==> src/rtl/image_pipe_proc.sv <==
// image_pipe_proc: per-lane saturating brightness offset on a valid/busy
// pixel stream. The offset is latched on the first beat of each frame.
// Results are buffered in a small FIFO whose head drives the output port.
// Completed output frames are counted.
module image_pipe_proc #(
    parameter int DW_IN      = 32,
    parameter int DW_OUT     = 32,
    parameter int FIFO_DEPTH = 4
) (
    input  logic              clk,
    input  logic              rst_n,
    input  logic [DW_IN-1:0]  is_data_in,
    input  logic              is_valid_in,
    input  logic              is_end_in,
    output logic              is_busy_out,
    output logic [DW_OUT-1:0] im_data_out,
    output logic              im_valid_out,
    output logic              im_end_out,
    input  logic              im_busy_in,
    input  logic [7:0]        cfg_offset,
    output logic [15:0]       frame_cnt
);

    localparam int AW    = $clog2(FIFO_DEPTH);
    localparam int CW    = AW + 1;
    localparam int LANES = DW_IN / 8;
    localparam int EW    = DW_IN + 1;   // {end, data}
    localparam logic [CW-1:0] DEPTH_C = CW'(FIFO_DEPTH);

    // Add the offset to each 8-bit lane in 9 bits and clamp at 255.
    function automatic logic [DW_IN-1:0] sat_add(input logic [DW_IN-1:0] d,
                                                 input logic [7:0]       off);
        logic [DW_IN-1:0] r;
        logic [8:0]       sum;
        r = {DW_IN{1'b0}};
        for (int i = 0; i < LANES; i++) begin
            sum = {1'b0, d[8*i +: 8]} + {1'b0, off};
            r[8*i +: 8] = sum[8] ? 8'hFF : sum[7:0];
        end
        return r;
    endfunction

    logic [EW-1:0]     mem_r [FIFO_DEPTH];
    logic [AW-1:0]     wr_ptr_r;
    logic [AW-1:0]     rd_ptr_r;
    logic [CW-1:0]     count_r;
    logic              busy_r;
    logic              valid_r;
    logic              end_r;
    logic [DW_OUT-1:0] data_r;
    logic [15:0]       frame_cnt_r;
    logic              in_frame_r;
    logic [7:0]        offset_r;

    logic              push_s;
    logic              pop_s;
    logic [7:0]        off_s;
    logic [EW-1:0]     entry_s;
    logic [CW-1:0]     count_after_pop_s;
    logic [CW-1:0]     count_next_s;
    logic [AW-1:0]     wr_ptr_next_s;
    logic [AW-1:0]     rd_ptr_next_s;
    logic [EW-1:0]     head_next_s;

    assign is_busy_out  = busy_r;
    assign im_valid_out = valid_r;
    assign im_data_out  = data_r;
    assign im_end_out   = end_r;
    assign frame_cnt    = frame_cnt_r;

    // Transfer decode, pixel processing and next FIFO bookkeeping / head word.
    always_comb begin
        push_s  = is_valid_in & ~busy_r;
        pop_s   = valid_r & ~im_busy_in;
        // First beat of a frame uses the live offset; later beats the latched one.
        if (in_frame_r) begin
            off_s = offset_r;
        end else begin
            off_s = cfg_offset;
        end
        entry_s = {is_end_in, sat_add(is_data_in, off_s)};

        if (pop_s) begin
            count_after_pop_s = count_r - CW'(1'b1);
            rd_ptr_next_s     = rd_ptr_r + AW'(1'b1);
        end else begin
            count_after_pop_s = count_r;
            rd_ptr_next_s     = rd_ptr_r;
        end

        if (push_s) begin
            count_next_s  = count_after_pop_s + CW'(1'b1);
            wr_ptr_next_s = wr_ptr_r + AW'(1'b1);
        end else begin
            count_next_s  = count_after_pop_s;
            wr_ptr_next_s = wr_ptr_r;
        end

        // Head register: bypass the beat being written when it lands in an
        // otherwise empty FIFO; zero when nothing is buffered.
        if (count_next_s == {CW{1'b0}}) begin
            head_next_s = {EW{1'b0}};
        end else if (push_s && (count_after_pop_s == {CW{1'b0}})) begin
            head_next_s = entry_s;
        end else begin
            head_next_s = mem_r[rd_ptr_next_s];
        end
    end

    // FIFO storage write on every accepted input beat.
    always_ff @(posedge clk or negedge rst_n) begin
        if (!rst_n) begin
            for (int i = 0; i < FIFO_DEPTH; i++) begin
                mem_r[i] <= {EW{1'b0}};
            end
        end else if (push_s) begin
            mem_r[wr_ptr_r] <= entry_s;
        end else begin
            mem_r[wr_ptr_r] <= mem_r[wr_ptr_r];
        end
    end

    // FIFO pointers and occupancy.
    always_ff @(posedge clk or negedge rst_n) begin
        if (!rst_n) begin
            wr_ptr_r <= {AW{1'b0}};
            rd_ptr_r <= {AW{1'b0}};
            count_r  <= {CW{1'b0}};
        end else begin
            wr_ptr_r <= wr_ptr_next_s;
            rd_ptr_r <= rd_ptr_next_s;
            count_r  <= count_next_s;
        end
    end

    // Registered port state: busy, valid and head word.
    always_ff @(posedge clk or negedge rst_n) begin
        if (!rst_n) begin
            busy_r  <= 1'b0;
            valid_r <= 1'b0;
            data_r  <= {DW_OUT{1'b0}};
            end_r   <= 1'b0;
        end else begin
            busy_r  <= (count_next_s == DEPTH_C);
            valid_r <= (count_next_s != {CW{1'b0}});
            data_r  <= head_next_s[DW_IN-1:0];
            end_r   <= head_next_s[DW_IN];
        end
    end

    // Frame tracking: latch the offset on a frame's first beat, leave the
    // frame on an end beat.
    always_ff @(posedge clk or negedge rst_n) begin
        if (!rst_n) begin
            in_frame_r <= 1'b0;
            offset_r   <= 8'h00;
        end else if (push_s) begin
            if (!in_frame_r) begin
                offset_r <= cfg_offset;
            end else begin
                offset_r <= offset_r;
            end
            in_frame_r <= ~is_end_in;
        end else begin
            in_frame_r <= in_frame_r;
            offset_r   <= offset_r;
        end
    end

    // Count frames whose end beat leaves the block; wraps naturally.
    always_ff @(posedge clk or negedge rst_n) begin
        if (!rst_n) begin
            frame_cnt_r <= 16'h0000;
        end else if (pop_s && end_r) begin
            frame_cnt_r <= frame_cnt_r + 16'h0001;
        end else begin
            frame_cnt_r <= frame_cnt_r;
        end
    end

endmodule

==> config.mk <==
export PLATFORM = sky130hd
export DESIGN_NAME = image_pipe_proc
export DESIGN_NICKNAME = d
export VERILOG_FILES = /design/src/rtl/image_pipe_proc.sv
export SDC_FILE = /design/constraint.sdc
export NUM_CORES = 1
export LEC_CHECK = 0
export BUFFER_PORTS_ARGS = -buffer_cell sky130_fd_sc_hd__buf_2
export CAP_MARGIN = 5
export CORE_ASPECT_RATIO = 1.4
export CORE_MARGIN = 3
export CORE_UTILIZATION = 45
export CTS_CLUSTER_DIAMETER = 150
export DETAILED_ROUTE_END_ITERATION = 10
export PLACE_DENSITY = 0.75
export SLEW_MARGIN = 20
export SYNTH_ARGS = -nofsm -noshare
export SYNTH_HDL_FRONTEND = slang
export SYNTH_SLANG_ARGS = --single-unit
==> constraint.sdc <==
create_clock -name clk -period 2.9 [get_ports clk]
set_input_delay 0.29 -clock clk [delete_from_list [all_inputs] [get_ports clk]]
set_output_delay 0.29 -clock clk [all_outputs]
set_load 0.02 [all_outputs]
==> out/qor.txt <==
Outcome = finished with violations
Failing checks = setup timing
Max-slew violation count = 0
Largest cells by area after synthesis = dfrtp_1 (44%), a21oi_1 (8.1%), mux4_2 (6.5%)
WL/cell = 20.2 um
Hold Fails Final Rpt = 0
Post-synth top area cell = dfrtp_1
Initial DRC Count = 1057
# diodes = 0
Hold WS = 149 ps
Die Footprint = 27400 um^2
Finish-stage setup viols = 4
Total grt overflow = 0
Critical Path RT = 3220 ps
Vias per cell = 5.98
CTS Buffer Depth = 2
Syn_area_per_cell = 9.82 um^2
Min-delay worst type = input port to flop
Final Wtd Congestion = 0.893
Worst-Margin Slew = 930 ps
Clk_lat worst skew = 440 ps
Root Buffer = clkbuf_16
Ys flop type = dfrtp_1
Largest net degree at the start of global routing = 71
Aggregate global-route resource usage = 23.0%
Final nets = 1380
CP Capture Type = flop
Die Y-Extent = 195 um
Crit path kind = flop to flop
Starting density of the core = 46.0%
Routed via count = 9687
Maximum vdd ir drop = 0.630 mV
Period utilization = 101%
Tmin final = 2920 ps
Setup crit start kind = flop
Total CTS buffers = 17
Slew margin rel. = 37.8%
RR Startpoint = in_frame_r
Pwr Total = 18400 uW
Layout cells sized above 1 = 30.2%
Die X = 141 um
Initial antenna violation count = 0
Vias in the first global route = 9522
Synthesized area = 11400 um^2
Mapped Nets = 1254
Final wirelength = 32600 um
I/O Pins = 96
Worst r2r path cells = 10
Synth async-reset ratio = 100%
DRC errors left = 0
Hold_sp = is_end_in
Yosys top cell area share = 43.5%
#FFs+latches synth = 199
Mapped Cells = 1165
Post-layout util = 55.5%
Clock-pin slew on the worst setup and hold paths = 80 ps
Yosys cell types = 74
CTS tree = built
Sequential area share after synthesis = 43.5%
Pre-Repair DR Iteration Count = 6
Synth-to-Final Area Change = 20.5%
Worst Clk Skew = 11.4 ps
Power density cells = 1340 nW/um^2
Leak pwr = 0.00574 uW
Reg2reg end = mem_r[56]
Yosys Warn Count = 0
Hold endpoint = in_frame_r
Fin Setup TNS = -65.2 ps
Site row count = 68
IO Port Bufs = 95
Final setup margin = -20.0 ps
First-pass GRT wire length = 50600 um
Hold depth = 2
RSZ-0062 raised after global routing = yes
Core box area = 24800 um^2
Final HPWL DP = 21700 um
FMAX = 342 MHz
Antenna viol nets, final = 0
Arrival time worst endpoint = 3240 ps
Worst R2R Setup Slack = -20 ps
Worst-path fanout max = 5
Clock Sinks = 199
Post-synth EDFFs = 0
H-tree levels = 4
Max cap viols = 0
-- repair_timing --
action / CTS / global route
gates resized for setup: 16 / 83
pin swaps: 1 / 19
gates cloned: 0 / 1
hold endpoints to repair: 66 / 0
setup buffers: 1 / 7
endpoints found under the setup margin: 49 / 131
hold buffers: 1 / 0
-- critical path, stage by stage, from the launching register on --
cell,delay [ps]
dfrtp_1,410
mux2_4,370
ha_4,180
fa_2,370
a21o_1,250
a221oi_4,350
buf_4,190
o21ai_4,110
nor3_2,180
a21oi_2,110
mux2_2,290
-- per-stage QoR --
| stage | instance area (um^2) | cells | setup slack (ps) |
|---|---|---|---|
| floorplan | 11400 | 1165 | 3.48 |
| global placement | 12700 | 1577 | 2.30 |
| detailed placement | 12700 | 1577 | -107 |
| CTS | 13300 | 1611 | -2.58 |
| global route | 13800 | 1619 | -85.5 |
| finish | 13800 | 1619 | -20.0 |
-- cell families after synthesis --
family	Yosys count	share of synthesized area [%]
buf+inv	95	3.52
simple gates	375	14.9
xor+xnor	35	3.04
mux	114	14.2
flops	199	43.5
fa+ha+maj	44	5.08
compound gates	303	15.8
-- final cells by class --
| cell class | count | area, um^2 |
|---|---|---|
| multi-input cells | 872 | 6560 |
| repair buffers | 179 | 1220 |
| flip-flops and latches | 199 | 4980 |
| fillers | 2027 | 11100 |
| well taps | 315 | 394 |
| inverters | 22 | 82.6 |
| clock buffers | 17 | 425 |
| clock inverters | 15 | 123 |
-- how the worst max path moves through the flow --
stage                    start          to  slack (ps)
global placement    in_frame_r  mem_r[114]           2
finish              in_frame_r   mem_r[56]         -20
floorplan           in_frame_r   mem_r[15]           3
CTS                 in_frame_r   mem_r[88]          -3
detailed placement  in_frame_r   mem_r[55]        -110
global route        in_frame_r   mem_r[89]         -90
-- cells in the mapped netlist, types with 3 or more instances --
master and count:
nand2_1 71, o21ai_0 27, a21oi_1 184, nand3_1 30
nor2b_1 17, xnor2_1 23, nor4_1 3, inv_2 3
a31oi_1 5, buf_6 3, nand3b_1 4, xor2_1 8
buf_2 16, and3_1 8, a21o_1 8, a221oi_1 6
a2111oi_0 8, clkbuf_1 51, a211oi_1 12, o21ai_1 5
o21a_1 3, o22ai_1 11, mux4_2 33, fa_1 4
mux2_2 52, nor2_1 176, nor3_1 33, a2111oi_1 5
inv_1 19, dfrtp_1 199, nor3b_1 7, nand2b_1 6
mux2i_1 28, a21boi_0 5, ha_1 40
-- metal layers --
metal / track usage (%) / part of all wire, % / vias to the layer above
li1: - / - / 4430
met1: 29.5 / 39 / 4757
met2: 39.3 / 51 / 432
met3: 2.63 / 7.5 / 68
met4: 9.48 / 3.0 / 0
met5: 0 / 0 / -
-- power breakdown --
group	total [uW]	switching, uW	leakage, uW	internal (uW)
logic	11100	6270	0.00327	4830
registers	5070	979	0.00221	4090
clock network	2240	1130	0.000256	1120
-- cells in the final DEF (no fill, tap or decap), types with 9 or more instances in the layout --
| master | count |
|---|---|
| dfrtp_1 | 197 |
| nor2_1 | 174 |
| a21oi_1 | 162 |
| buf_2 | 94 |
| buf_4 | 73 |
| nand2_1 | 70 |
| mux2_2 | 44 |
| mux4_2 | 33 |
| nand3_1 | 30 |
| mux2i_1 | 27 |
| o21ai_0 | 25 |
| nor3_1 | 25 |
| xnor2_1 | 23 |
| ha_1 | 23 |
| a21oi_2 | 21 |
| inv_1 | 19 |
| clkbuf_16 | 17 |
| nor2b_1 | 16 |
| o22ai_1 | 11 |
| ha_4 | 9 |
-- sequential cells by signal (all words and copies together) (netlist names) --
register      cells
im_data_out      32
frame_cnt        16
im_valid_out      1
offset_r          8
in_frame_r        1
im_end_out        1
wr_ptr_r          2
count_r           3
mem_r           132
is_busy_out       1
rd_ptr_r          2
No activity file was read; power rests on OpenSTA's default activity.
